File: src/rtl/io_ctrl.sv
// io_ctrl -- peripheral-side I/O controller for the processor I/O port.
//
// Every processor input address owns a small first-word-fall-through FIFO.
// An external valid/ready producer fills it, and processor reads (req_in)
// drain it. Every processor output address owns a FIFO. Processor writes
// (out_en) fill it, and an external valid/ready consumer drains it. An
// interrupt pulse is raised when input data arrives in an empty channel.
//
// Optional feature macro: IO_ITR_EN
//   defined   : itr pulses for one cycle after any input channel goes from
//               empty to non-empty
//   undefined : itr is tied to 0 and no edge-detect logic is built
//
// Ports
//   clk            rising-edge clock
//   rst            synchronous, active-high reset
//   req_in         processor read strobe; pops channel addr_in
//   addr_in        processor read address
//   io_in          head of channel addr_in (0 when that channel is empty)
//   out_en         processor write strobe
//   addr_out       processor write address
//   io_out         processor write data
//   itr            interrupt pulse to the processor
//   ext_in_data    producer data; channel k at [k*NUBITS +: NUBITS]
//   ext_in_valid   producer valid, one bit per channel
//   ext_in_ready   input FIFO not full, one bit per channel
//   ext_out_data   consumer data; channel j at [j*NUBITS +: NUBITS]
//   ext_out_valid  output FIFO not empty, one bit per channel
//   ext_out_ready  consumer accept, one bit per channel
//   in_udf         sticky: read seen on an empty input channel
//   out_ovf        sticky: write dropped on a full output channel
module io_ctrl #(
  parameter int unsigned NUBITS = 16,
  parameter int unsigned NUIOIN = 2,
  parameter int unsigned NUIOOU = 2,
  parameter int unsigned FDEPTH = 4
) (
  input  logic                       clk,
  input  logic                       rst,
  input  logic                       req_in,
  input  logic [$clog2(NUIOIN)-1:0]  addr_in,
  output logic [NUBITS-1:0]          io_in,
  input  logic                       out_en,
  input  logic [$clog2(NUIOOU)-1:0]  addr_out,
  input  logic [NUBITS-1:0]          io_out,
  output logic                       itr,
  input  logic [NUIOIN*NUBITS-1:0]   ext_in_data,
  input  logic [NUIOIN-1:0]          ext_in_valid,
  output logic [NUIOIN-1:0]          ext_in_ready,
  output logic [NUIOOU*NUBITS-1:0]   ext_out_data,
  output logic [NUIOOU-1:0]          ext_out_valid,
  input  logic [NUIOOU-1:0]          ext_out_ready,
  output logic [NUIOIN-1:0]          in_udf,
  output logic [NUIOOU-1:0]          out_ovf
);

  localparam int unsigned AIW = $clog2(NUIOIN);
  localparam int unsigned AOW = $clog2(NUIOOU);
  localparam int unsigned PW  = $clog2(FDEPTH);
  localparam int unsigned CW  = $clog2(FDEPTH) + 1;

  // ---------------------------------------------------------------------
  // Input channel storage
  // ---------------------------------------------------------------------
  logic [NUBITS-1:0] r_in_mem [NUIOIN][FDEPTH];
  logic [PW-1:0]     r_in_wp  [NUIOIN];
  logic [PW-1:0]     r_in_rp  [NUIOIN];
  logic [CW-1:0]     r_in_cnt [NUIOIN];
  logic [NUIOIN-1:0] r_in_udf;

  logic [NUIOIN-1:0] w_in_sel;
  logic [NUIOIN-1:0] w_in_full;
  logic [NUIOIN-1:0] w_in_empty;
  logic [NUIOIN-1:0] w_in_push;
  logic [NUIOIN-1:0] w_in_pop;
  logic [NUIOIN-1:0] w_in_udf;

  // ---------------------------------------------------------------------
  // Output channel storage
  // ---------------------------------------------------------------------
  logic [NUBITS-1:0] r_out_mem [NUIOOU][FDEPTH];
  logic [PW-1:0]     r_out_wp  [NUIOOU];
  logic [PW-1:0]     r_out_rp  [NUIOOU];
  logic [CW-1:0]     r_out_cnt [NUIOOU];
  logic [NUIOOU-1:0] r_out_ovf;

  logic [NUIOOU-1:0] w_out_sel;
  logic [NUIOOU-1:0] w_out_full;
  logic [NUIOOU-1:0] w_out_empty;
  logic [NUIOOU-1:0] w_out_drain;
  logic [NUIOOU-1:0] w_out_wr;
  logic [NUIOOU-1:0] w_out_ovf;

  // ---------------------------------------------------------------------
  // Input side: handshake decode and FWFT read mux.
  // An address that matches no channel selects nothing: no pop, no flag,
  // and io_in stays 0.
  // ---------------------------------------------------------------------
  always_comb begin
    w_in_sel   = '0;
    w_in_full  = '0;
    w_in_empty = '0;
    w_in_push  = '0;
    w_in_pop   = '0;
    w_in_udf   = '0;
    io_in      = '0;
    for (int unsigned k = 0; k < NUIOIN; k++) begin
      w_in_sel[k]   = (addr_in == AIW'(k));
      w_in_full[k]  = (r_in_cnt[k] == CW'(FDEPTH));
      w_in_empty[k] = (r_in_cnt[k] == '0);
      // Ready is not pop-aware, so a full channel refuses a push even
      // when the processor is reading it in the same cycle.
      w_in_push[k]  = ext_in_valid[k] & ~w_in_full[k];
      w_in_pop[k]   = req_in & w_in_sel[k] & ~w_in_empty[k];
      w_in_udf[k]   = req_in & w_in_sel[k] &  w_in_empty[k];
      if (w_in_sel[k] && !w_in_empty[k]) begin
        io_in = r_in_mem[k][r_in_rp[k]];
      end
    end
  end

  assign ext_in_ready = ~w_in_full;
  assign in_udf       = r_in_udf;

  // Payload storage carries no reset; emptiness is tracked by the counts.
  always_ff @(posedge clk) begin
    for (int unsigned k = 0; k < NUIOIN; k++) begin
      if (!rst && w_in_push[k]) begin
        r_in_mem[k][r_in_wp[k]] <= ext_in_data[k*NUBITS +: NUBITS];
      end
    end
  end

  always_ff @(posedge clk) begin
    if (rst) begin
      for (int unsigned k = 0; k < NUIOIN; k++) begin
        r_in_wp[k]  <= '0;
        r_in_rp[k]  <= '0;
        r_in_cnt[k] <= '0;
      end
      r_in_udf <= '0;
    end else begin
      for (int unsigned k = 0; k < NUIOIN; k++) begin
        if (w_in_push[k]) begin
          r_in_wp[k] <= r_in_wp[k] + PW'(1);
        end
        if (w_in_pop[k]) begin
          r_in_rp[k] <= r_in_rp[k] + PW'(1);
        end
        r_in_cnt[k] <= r_in_cnt[k] + CW'(w_in_push[k]) - CW'(w_in_pop[k]);
      end
      r_in_udf <= r_in_udf | w_in_udf;
    end
  end

  // ---------------------------------------------------------------------
  // Output side: a full channel still accepts a write when the consumer
  // drains it in the same cycle.
  // ---------------------------------------------------------------------
  always_comb begin
    w_out_sel     = '0;
    w_out_full    = '0;
    w_out_empty   = '0;
    w_out_drain   = '0;
    w_out_wr      = '0;
    w_out_ovf     = '0;
    ext_out_data  = '0;
    for (int unsigned j = 0; j < NUIOOU; j++) begin
      w_out_sel[j]   = (addr_out == AOW'(j));
      w_out_full[j]  = (r_out_cnt[j] == CW'(FDEPTH));
      w_out_empty[j] = (r_out_cnt[j] == '0);
      w_out_drain[j] = ~w_out_empty[j] & ext_out_ready[j];
      w_out_wr[j]    = out_en & w_out_sel[j] & (~w_out_full[j] | w_out_drain[j]);
      w_out_ovf[j]   = out_en & w_out_sel[j] &   w_out_full[j] & ~w_out_drain[j];
      ext_out_data[j*NUBITS +: NUBITS] = r_out_mem[j][r_out_rp[j]];
    end
  end

  assign ext_out_valid = ~w_out_empty;
  assign out_ovf       = r_out_ovf;

  always_ff @(posedge clk) begin
    for (int unsigned j = 0; j < NUIOOU; j++) begin
      if (!rst && w_out_wr[j]) begin
        r_out_mem[j][r_out_wp[j]] <= io_out;
      end
    end
  end

  always_ff @(posedge clk) begin
    if (rst) begin
      for (int unsigned j = 0; j < NUIOOU; j++) begin
        r_out_wp[j]  <= '0;
        r_out_rp[j]  <= '0;
        r_out_cnt[j] <= '0;
      end
      r_out_ovf <= '0;
    end else begin
      for (int unsigned j = 0; j < NUIOOU; j++) begin
        if (w_out_wr[j]) begin
          r_out_wp[j] <= r_out_wp[j] + PW'(1);
        end
        if (w_out_drain[j]) begin
          r_out_rp[j] <= r_out_rp[j] + PW'(1);
        end
        r_out_cnt[j] <= r_out_cnt[j] + CW'(w_out_wr[j]) - CW'(w_out_drain[j]);
      end
      r_out_ovf <= r_out_ovf | w_out_ovf;
    end
  end

  // ---------------------------------------------------------------------
  // Interrupt. An empty channel cannot pop, so a push into an empty channel
  // is exactly the 0->nonzero count transition. Registering that event
  // places the pulse in the first cycle the new word is visible; several
  // channels filling at once OR into a single pulse.
  // ---------------------------------------------------------------------
`ifdef IO_ITR_EN
  logic r_itr;

  always_ff @(posedge clk) begin
    if (rst) begin
      r_itr <= 1'b0;
    end else begin
      r_itr <= |(w_in_push & w_in_empty);
    end
  end

  assign itr = r_itr;
`else
  assign itr = 1'b0;
`endif

endmodule
File: config.mk
export PLATFORM = sky130hd
export DESIGN_NAME = io_ctrl
export DESIGN_NICKNAME = d
export VERILOG_FILES = /design/src/rtl/io_ctrl.sv
export SDC_FILE = /design/constraint.sdc
export NUM_CORES = 1
export LEC_CHECK = 0
export CAP_MARGIN = 20
export CORE_UTILIZATION = 45
export CTS_CLUSTER_SIZE = 12
export DETAILED_ROUTE_END_ITERATION = 10
export PLACE_DENSITY = 0.65
export SYNTH_ARGS = -nofsm -noshare
export SYNTH_HDL_FRONTEND = slang
export SYNTH_SLANG_ARGS = --single-unit
File: constraint.sdc
create_clock -name clk -period 2.4 [get_ports clk]
set_input_delay 0.72 -clock clk [delete_from_list [all_inputs] [get_ports clk]]
set_output_delay 0.72 -clock clk [all_outputs]
set_load 0.02 [all_outputs]
==> results of run 1 <==
-- cells in the mapped netlist, types with 4 or more instances --
library cell / n / share of area [%]
sky130_fd_sc_hd__edfxtp_1: 272 / 71
sky130_fd_sc_hd__dfxtp_1: 16 / 2.8
sky130_fd_sc_hd__and2_1: 11 / 0.60
sky130_fd_sc_hd__mux4_1: 23 / 5.3
sky130_fd_sc_hd__nor2_1: 25 / 0.82
sky130_fd_sc_hd__mux4_2: 41 / 8.1
sky130_fd_sc_hd__xnor2_1: 10 / 0.77
sky130_fd_sc_hd__nand2_1: 6 / 0.20
sky130_fd_sc_hd__inv_1: 30 / 0.99
sky130_fd_sc_hd__fa_1: 4 / 0.70
sky130_fd_sc_hd__clkbuf_1: 6 / 0.20
sky130_fd_sc_hd__nor3_1: 10 / 0.44
sky130_fd_sc_hd__buf_2: 9 / 0.39
sky130_fd_sc_hd__a22o_1: 16 / 1.2
sky130_fd_sc_hd__or2_2: 4 / 0.22
sky130_fd_sc_hd__ha_1: 22 / 2.4
sky130_fd_sc_hd__nand2b_1: 5 / 0.27
sky130_fd_sc_hd__nor2b_1: 7 / 0.38
-- power groups by stage --
stage	clock (uW)	sequential, uW	combinational, uW
final	4070	6070	4100
after global routing	4370	6100	4400
after CTS	4190	6050	3910
after detailed placement	0	6150	3590
after global placement	0	6120	3490
after floorplan	0	6100	2070
-- what timing repair did --
action / 4_1_cts / 5_1_grt
cloned: 3 / 0
setup endpoints to repair: 52 / 50
setup buffers: 24 / 21
resized for setup: 303 / 63
hold buffers: 0 / 0
pin swaps: 15 / 3
-- worst max-delay path, cell delays in order (launching register included) --
cell,delay (ps)
sky130_fd_sc_hd__edfxtp_1,400
sky130_fd_sc_hd__buf_6,160
sky130_fd_sc_hd__buf_12,110
sky130_fd_sc_hd__mux4_2,540
sky130_fd_sc_hd__a22o_1,270
sky130_fd_sc_hd__buf_6,130
-- kinds of logic after synthesis --
family,after synthesis,share of synthesized area (%)
adders and majority gates,26,3.11
muxes,64,13.4
xor gates and xnor gates,11,0.843
AOI/OAI and AO/OA,30,2.07
DFF,288,74.3
buffers and inverters,53,2.31
other,1,0.0328
and+or+nand+nor,83,4.02
-- through the flow --
step	area, um2	setup slack [ps]	instances
floorplan	11400	96.1	556
global placement	13500	-711	1024
detailed placement	13500	-755	1024
CTS	14600	-550	1101
global route	14800	-561	1112
finish	14800	-484	1112
-- metal layers --
metal / up-vias / track usage, % / wire length [um]
li1: 2637 / - / -
met1: 3028 / 22.5 / 9010
met2: 165 / 31.9 / 11800
met3: 37 / 3.80 / 1270
met4: 4 / 4.25 / 388
met5: - / 0 / 25
-- area by class of cell --
cell class | instances | area share [%]
Tap cell | 324 | 2.75
Inverter | 30 | 0.763
Sequential cell | 288 | 57.5
Timing Repair Buffer | 205 | 15.5
Multi-Input combinational cell | 215 | 17.7
Clock inverter | 9 | 0.297
Clock buffer | 41 | 5.51
-- path summary, 6_finish.rpt --
kind / to / cells after the start
setup reg to reg: r_in_cnt[0][2] / 8
hold reg to reg: out_ovf[1] / 2
setup / recovery: io_in[13] / 5
hold / removal: out_ovf[1] / 2
-- placed cells by master (no fill, tap or decap), types with 3 or more instances in the layout --
cell type	instances
sky130_fd_sc_hd__edfxtp_1	272
sky130_fd_sc_hd__buf_6	77
sky130_fd_sc_hd__mux4_2	61
sky130_fd_sc_hd__clkdlybuf4s50_1	61
sky130_fd_sc_hd__buf_4	36
sky130_fd_sc_hd__clkbuf_16	31
sky130_fd_sc_hd__inv_1	30
sky130_fd_sc_hd__nor2_1	25
sky130_fd_sc_hd__buf_12	23
sky130_fd_sc_hd__ha_1	22
sky130_fd_sc_hd__a22o_1	16
sky130_fd_sc_hd__dfxtp_1	15
sky130_fd_sc_hd__and2_1	11
sky130_fd_sc_hd__nor3_1	10
sky130_fd_sc_hd__xnor2_1	10
sky130_fd_sc_hd__clkbuf_1	10
sky130_fd_sc_hd__nor2b_1	7
sky130_fd_sc_hd__nand2_1	6
sky130_fd_sc_hd__nand2b_1	5
sky130_fd_sc_hd__clkinv_1	5
sky130_fd_sc_hd__or2_2	4
sky130_fd_sc_hd__fa_1	4
sky130_fd_sc_hd__or3_1	3
sky130_fd_sc_hd__mux4_1	3
sky130_fd_sc_hd__a31oi_1	3
sky130_fd_sc_hd__a21oi_1	3
sky130_fd_sc_hd__buf_2	3
sky130_fd_sc_hd__buf_8	3
-- sequential cells by signal, indices dropped and copies added, names as in the netlist --
name       cells
r_out_mem    128
r_in_cnt       6
r_in_rp        4
r_out_rp       4
r_out_wp       4
r_in_wp        4
r_in_mem     128
out_ovf        2
r_out_cnt      6
in_udf         2
==> results.md, run 1 <==
- The fmax is 347 MHz.
- Across the run, the number of max-cap violations was 0.
- The clock network accounts for 28.6% of the total power.
- The measured slew at the worst slew-check pin is 484 ps.
- Entering global routing, the biggest net connects 18 pins.
- The sink count of the clock tree is 288.
- The minimum period implied by the final worst setup slack is 2880 ps.
- The analysis attributes to cell leakage a power of approximately 0.005 uW.
- The via density per instance is 5.28.
- The design draws 14,200 uW.
- The power share of the combinational group is 28.8%.
- From left edge to right edge, the die measures 161 um.
- In this run, synthesis produced a sequential element count of between 200 and 300.
- In this run the worst path has a maximum fanout of 5.
- Between clock sinks in the finished design, the worst skew comes to roughly 19 ps.
- The share of the Yosys chip area taken by registers is 74.3%.
- The origin of the worst setup path is r_in_rp[0][0].
- Dividing the final minimum period by the clock period gives 120%.
- The share of flip-flops with an asynchronous set or reset is 0%.
- In the final design database the tool counted approximately 850 nets.
- The maximum VDD drop is ~0.00067 V.
- The number of flops mapped to enable cells by yosys is approximately 270.
- Internal power comes to 10,400 uW.
- The run finished, with violations left.
- The die is 161 um tall.
- The number of failing setup endpoints in the final timing report is 48.
- The worst min-delay path startpoint is out_ovf[1].
- The antenna diode count is 0.
- The total area of multi-input combinational cells is 2620 um2.
- The checks that failed: negative setup slack.
- Setup repair after global routing could not meet its margin everywhere.
- The worst register-to-register path begins at r_in_cnt[0][1].
- The tightest hold path in the finished design has a slack of around 460 ps.
- The number of inserted filler cells in the final layout is approximately 1,800.
- The total length of routed wires is between 20 and 25 mm.
- The register area is 8490 um2.
- The number of nets in the synthesized netlist is 640.
- The number of warnings reported in the yosys synthesis log is 0.
- The most instantiated flip-flop cell in the synthesis netlist is sky130_fd_sc_hd__edfxtp_1.
- The distinct cell type count of the synthesized netlist is 41.
- The classification of the worst setup path is reg -> out.
- The first detailed-routing pass took 5 iterations.
- The synthesized instance count is approximately 560.
- The longest clock path from root to sink contains 3 buffers.
- The worst setup path is launched from a flip-flop.
- The initial antenna violation count is 2.
- The share of cells above drive strength 1 is 31.3%.
- The number of violations reported at the end of detailed-routing iteration 0 is 444.
- The count of standard-cell rows is 57.
- The endpoint arrival time on the critical path is 2160 ps.
- The floorplan step defined a die boundary enclosing 26,000 um2.
- The wire length per cell is 20.2 um.
- The max-slew violation count is 0.
- The area added between synthesis and finish is 29.2%.
- The number of hold-slack violations in the final timing report is 0.
- In this run the number of H-tree levels came out at 1.
- The worst hold path class is reg -> reg.
- Data on the critical path is required at its endpoint by 1680 ps.
- The slack of the worst reg-to-reg path is roughly 240 ps.
- The placer congestion estimate is 0.733.
- Net switching is 26.8% of the power.
- In this run the clock root is driven by a sky130_fd_sc_hd__clkbuf_16.
- The sum of net half-perimeters after detailed placement is 14.4 mm.
- The total area inside the core boundary comes to 24,600 um2.
- Buffers placed on the I/O ports in this run total between 100 and 150.
- Clock-pin slew was measured on the worst setup and hold paths at approximately 60 ps.
- The later pin in the worst-skew pair is clocked with a latency of 550 ps.
- Sequential cells account for between 40% and 50% of the total power.
- The net switching power is between 3000 and 4000 uW.
- The worst setup path is captured at an output port.
- The TritonCTS clock tree is yes.
- The worst-case setup margin in the final layout is -484 ps.
- The final route contains slightly below 6,000 vias.
- The number of buffers created by CTS is 30.
- The starting density of the core is about 46%.
- The cell area after synthesis is 11,400 um2.
- In this run the power density over the cells is between 900 and 1000 nW/um2.
- The first-pass GRT wire length is ~35 mm.
- The remaining routing DRC violations is 0.
- The number of placed I/O pins is 115.
- The summed negative setup slack over all endpoints is -13,910 ps.
- The residual overflow from global routing is 0.
- The remaining antenna violation count is 0.
- The per-instance average area after synthesis is between 20 and 25 um2.
- The number of global-route vias before repair is ~6,400.
- The global routing usage summed across all routing layers is approximately 18%.
- The final standard cell utilization of the core is between 60% and 70%.
- The worst slew margin relative to its limit is between 60% and 70%.
No activity file was read; power rests on OpenSTA's default activity.
==> run 2: changes to the inputs <==
--- a/config.mk
+++ b/config.mk
@@ -10,6 +10,7 @@
 export CTS_CLUSTER_SIZE = 12
 export DETAILED_ROUTE_END_ITERATION = 10
 export PLACE_DENSITY = 0.65
+export RECOVER_POWER = 50
 export SYNTH_ARGS = -nofsm -noshare
 export SYNTH_HDL_FRONTEND = slang
 export SYNTH_SLANG_ARGS = --single-unit
==> results.md, run 2 (synthesized netlist as in run 1, its figures left out) <==
- Setup repair after global routing could not meet its margin everywhere.
- The number of global-route vias before repair came to approximately 6,400.
- After the first detailed-routing iteration, the DRC count stood at 417.
- The measured slew at the worst slew-check pin is 668 ps.
- The non-filler instance count after layout is 1,113.
- The max-cap check violation count is 0.
- The endpoint arrival time on the critical path is 2160 ps.
- The count of standard-cell rows is 57.
- The worst slack at placement is -755 ps.
- The final layout contains routed wiring with a total length of 22.4 mm.
- VDD sags by at most 0.000664 V.
- Compared with the post-synthesis result, the final layout area differs by 29.0%.
- The die covers around 26,000 um2.
- The cts-stage hold buffer count is 0.
- The largest fanout of any net on the critical path is 5.
- The checks that failed: negative setup slack.
- For this design the total switching power over the nets is 3820 uW.
- The switching portion of total power is between 20% and 30%.
- The library cell used most frequently in the layout, excluding fill and tap cells, is sky130_fd_sc_hd__edfxtp_1.
- The multi-input combinational cells in the finished layout cover a total of around 2600 um2.
- The die is 161 um tall.
- The initial antenna violation count is 6.
- The final standard cell utilization of the core is 59.9%.
- The element type at the critical path start is a flip-flop.
- The count of nets left with antenna violations once routing finished came out at 0.
- The slack of the worst reg-to-reg path is ~200 ps.
- After detailed routing, the number of vias per cell comes to 5.28.
- The global routing usage summed across all routing layers is between 15 and 20%.
- Clock latency on the worst-skew pair, taken at its later pin, is 550 ps.
- The width of the chip is between 150 and 200 um.
- Fill cells in the final layout number approximately 1,800.
- The number of nets in the layout is 854.
- The max-slew violation count is 0.
- Clock tree synthesis found a total of 288 sinks.
- The clock edge transition at the registers on the reported setup and hold paths is roughly 60 ps.
- The worst clock skew is 18.6 ps.
- The flow ran to the end, but the final reports show violations.
- The floorplan step defined a core boundary enclosing 24,600 um2.
- After legalization and detailed placement, the total HPWL measured 14.4 mm.
- For the worst setup path, the data required time is 1680 ps.
- The via count of the routed design is 5,874.
- The starting density of the core is roughly 46%.
- The number of hold-slack violations in the final timing report is 0.
- Sequential cells account for 42.7% of the total power.
- The worst hold path class is reg -> reg.
- The number of clock buffers added by TritonCTS is 30.
- The wire length per cell is 20.1 um.
- In the routed design, unresolved DRC markers number 0.
- The total power per unit cell area is 963 nW/um2.
- The first global-routing pass estimated about 35 mm of wire.
- The overall power is 14,200 uW.
- Setup violations remaining at the end of the flow were counted as 48.
- Timing would allow up to between 300 and 400 MHz.
- The residual overflow from global routing is 0.
- Registers take 8490 um2.
- The share of total power dissipated in the clock network is 28.6%.
- The clock tree root driver cell is sky130_fd_sc_hd__clkbuf_16.
- The library cells used most frequently in the layout, excluding fill and tap cells, are 272 x sky130_fd_sc_hd__edfxtp_1, 77 x sky130_fd_sc_hd__buf_6, 61 x sky130_fd_sc_hd__mux4_2, 49 x sky130_fd_sc_hd__dlygate4sd3_1, 31 x sky130_fd_sc_hd__clkbuf_16.
- Cell internal power was estimated by the tool at just over 10,000 uW.
- The endpoint type of the worst setup path is an output port.
- The summed negative setup slack over all endpoints is -13,950 ps.
- Entering global routing, the biggest net connects 18 pins.
- Input and output buffers added on the ports amount to between 100 and 150.
- Combinational logic burns 28.7% of the power.
- Routability-driven placement finished with a final weighted congestion of 0.733.
- The classification of the worst setup path is reg -> out.
- The post-placement cell count is 1,024.
- TritonCTS built the clock tree.
- Subtracting the final worst setup slack from the clock period gives roughly 2900 ps.
- In this run the deepest clock path goes through 3 buffers.
- Once routing completed, OpenROAD measured the worst setup slack at -478 ps.
- The first TritonRoute pass finished after 7 iterations.
- Summed over all cells, the static leakage comes to 0.00513 uW.
- The worst slew margin relative to its limit is between 50% and 60%.
- The H-tree depth is 1.
- Cells with a size suffix above 1 make up 30.6% of the layout.
- Of the available clock period, the critical path in the final layout requires 120%.
- The number of placed I/O pins is ~120.
[run 2: metrics by stage]
step                hold WS, ps  cell area [um2]
floorplan                   522            11400
global placement            436            13500
detailed placement          453            13500
CTS                         463            14600
global route                505            14700
finish                      456            14700
[run 2: final timing paths]
path,startpoint,end,cells after the start
setup / recovery,r_in_rp[0][0],io_in[13],5
hold / removal,out_ovf[1],out_ovf[1],2
hold reg to reg,out_ovf[1],out_ovf[1],2
setup reg to reg,r_in_cnt[0][1],r_in_cnt[0][2],8
[run 2: per-layer routing]
layer  track usage (%)  vias to the layer above  routed length, um
li1                  -                     2636                  -
met1              22.5                     3009               8950
met2              31.9                      176              11700
met3              3.80                       43               1280
met4              4.25                       10                391
met5                 0                        -                 67
[run 2: worst max-delay path, cell delays in order (launching register included)]
cell	delay, ps
sky130_fd_sc_hd__edfxtp_1	400
sky130_fd_sc_hd__buf_6	160
sky130_fd_sc_hd__buf_12	110
sky130_fd_sc_hd__mux4_2	540
sky130_fd_sc_hd__a22o_1	270
sky130_fd_sc_hd__buf_6	130
[run 2: power by group through the flow]
stage | logic (uW) | clock network [uW] | registers (uW)
3_5_place_dp | 3590 | 0 | 6150
4_1_cts | 3910 | 4190 | 6050
2_1_floorplan | 2070 | 0 | 6100
3_3_place_gp | 3490 | 0 | 6120
6_report | 4070 | 4070 | 6060
5_1_grt | 4380 | 4370 | 6100
[run 2: area by class of cell]
class	instances	area share (%)
diodes	1	0.0170
clock buffers	41	5.51
clock inverters	9	0.297
inverters	30	0.764
multi-input cells	215	17.7
flip-flops and latches	288	57.6
well taps	324	2.75
repair buffers	205	15.3
[run 2: timing repair]
item | in CTS | in global routing
resized for setup | 303 | 63
gates cloned | 3 | 0
buffers inserted | 24 | 21
pin swaps | 15 | 3
endpoints found under the setup margin | 52 | 50
hold endpoints to repair | 0 | 0
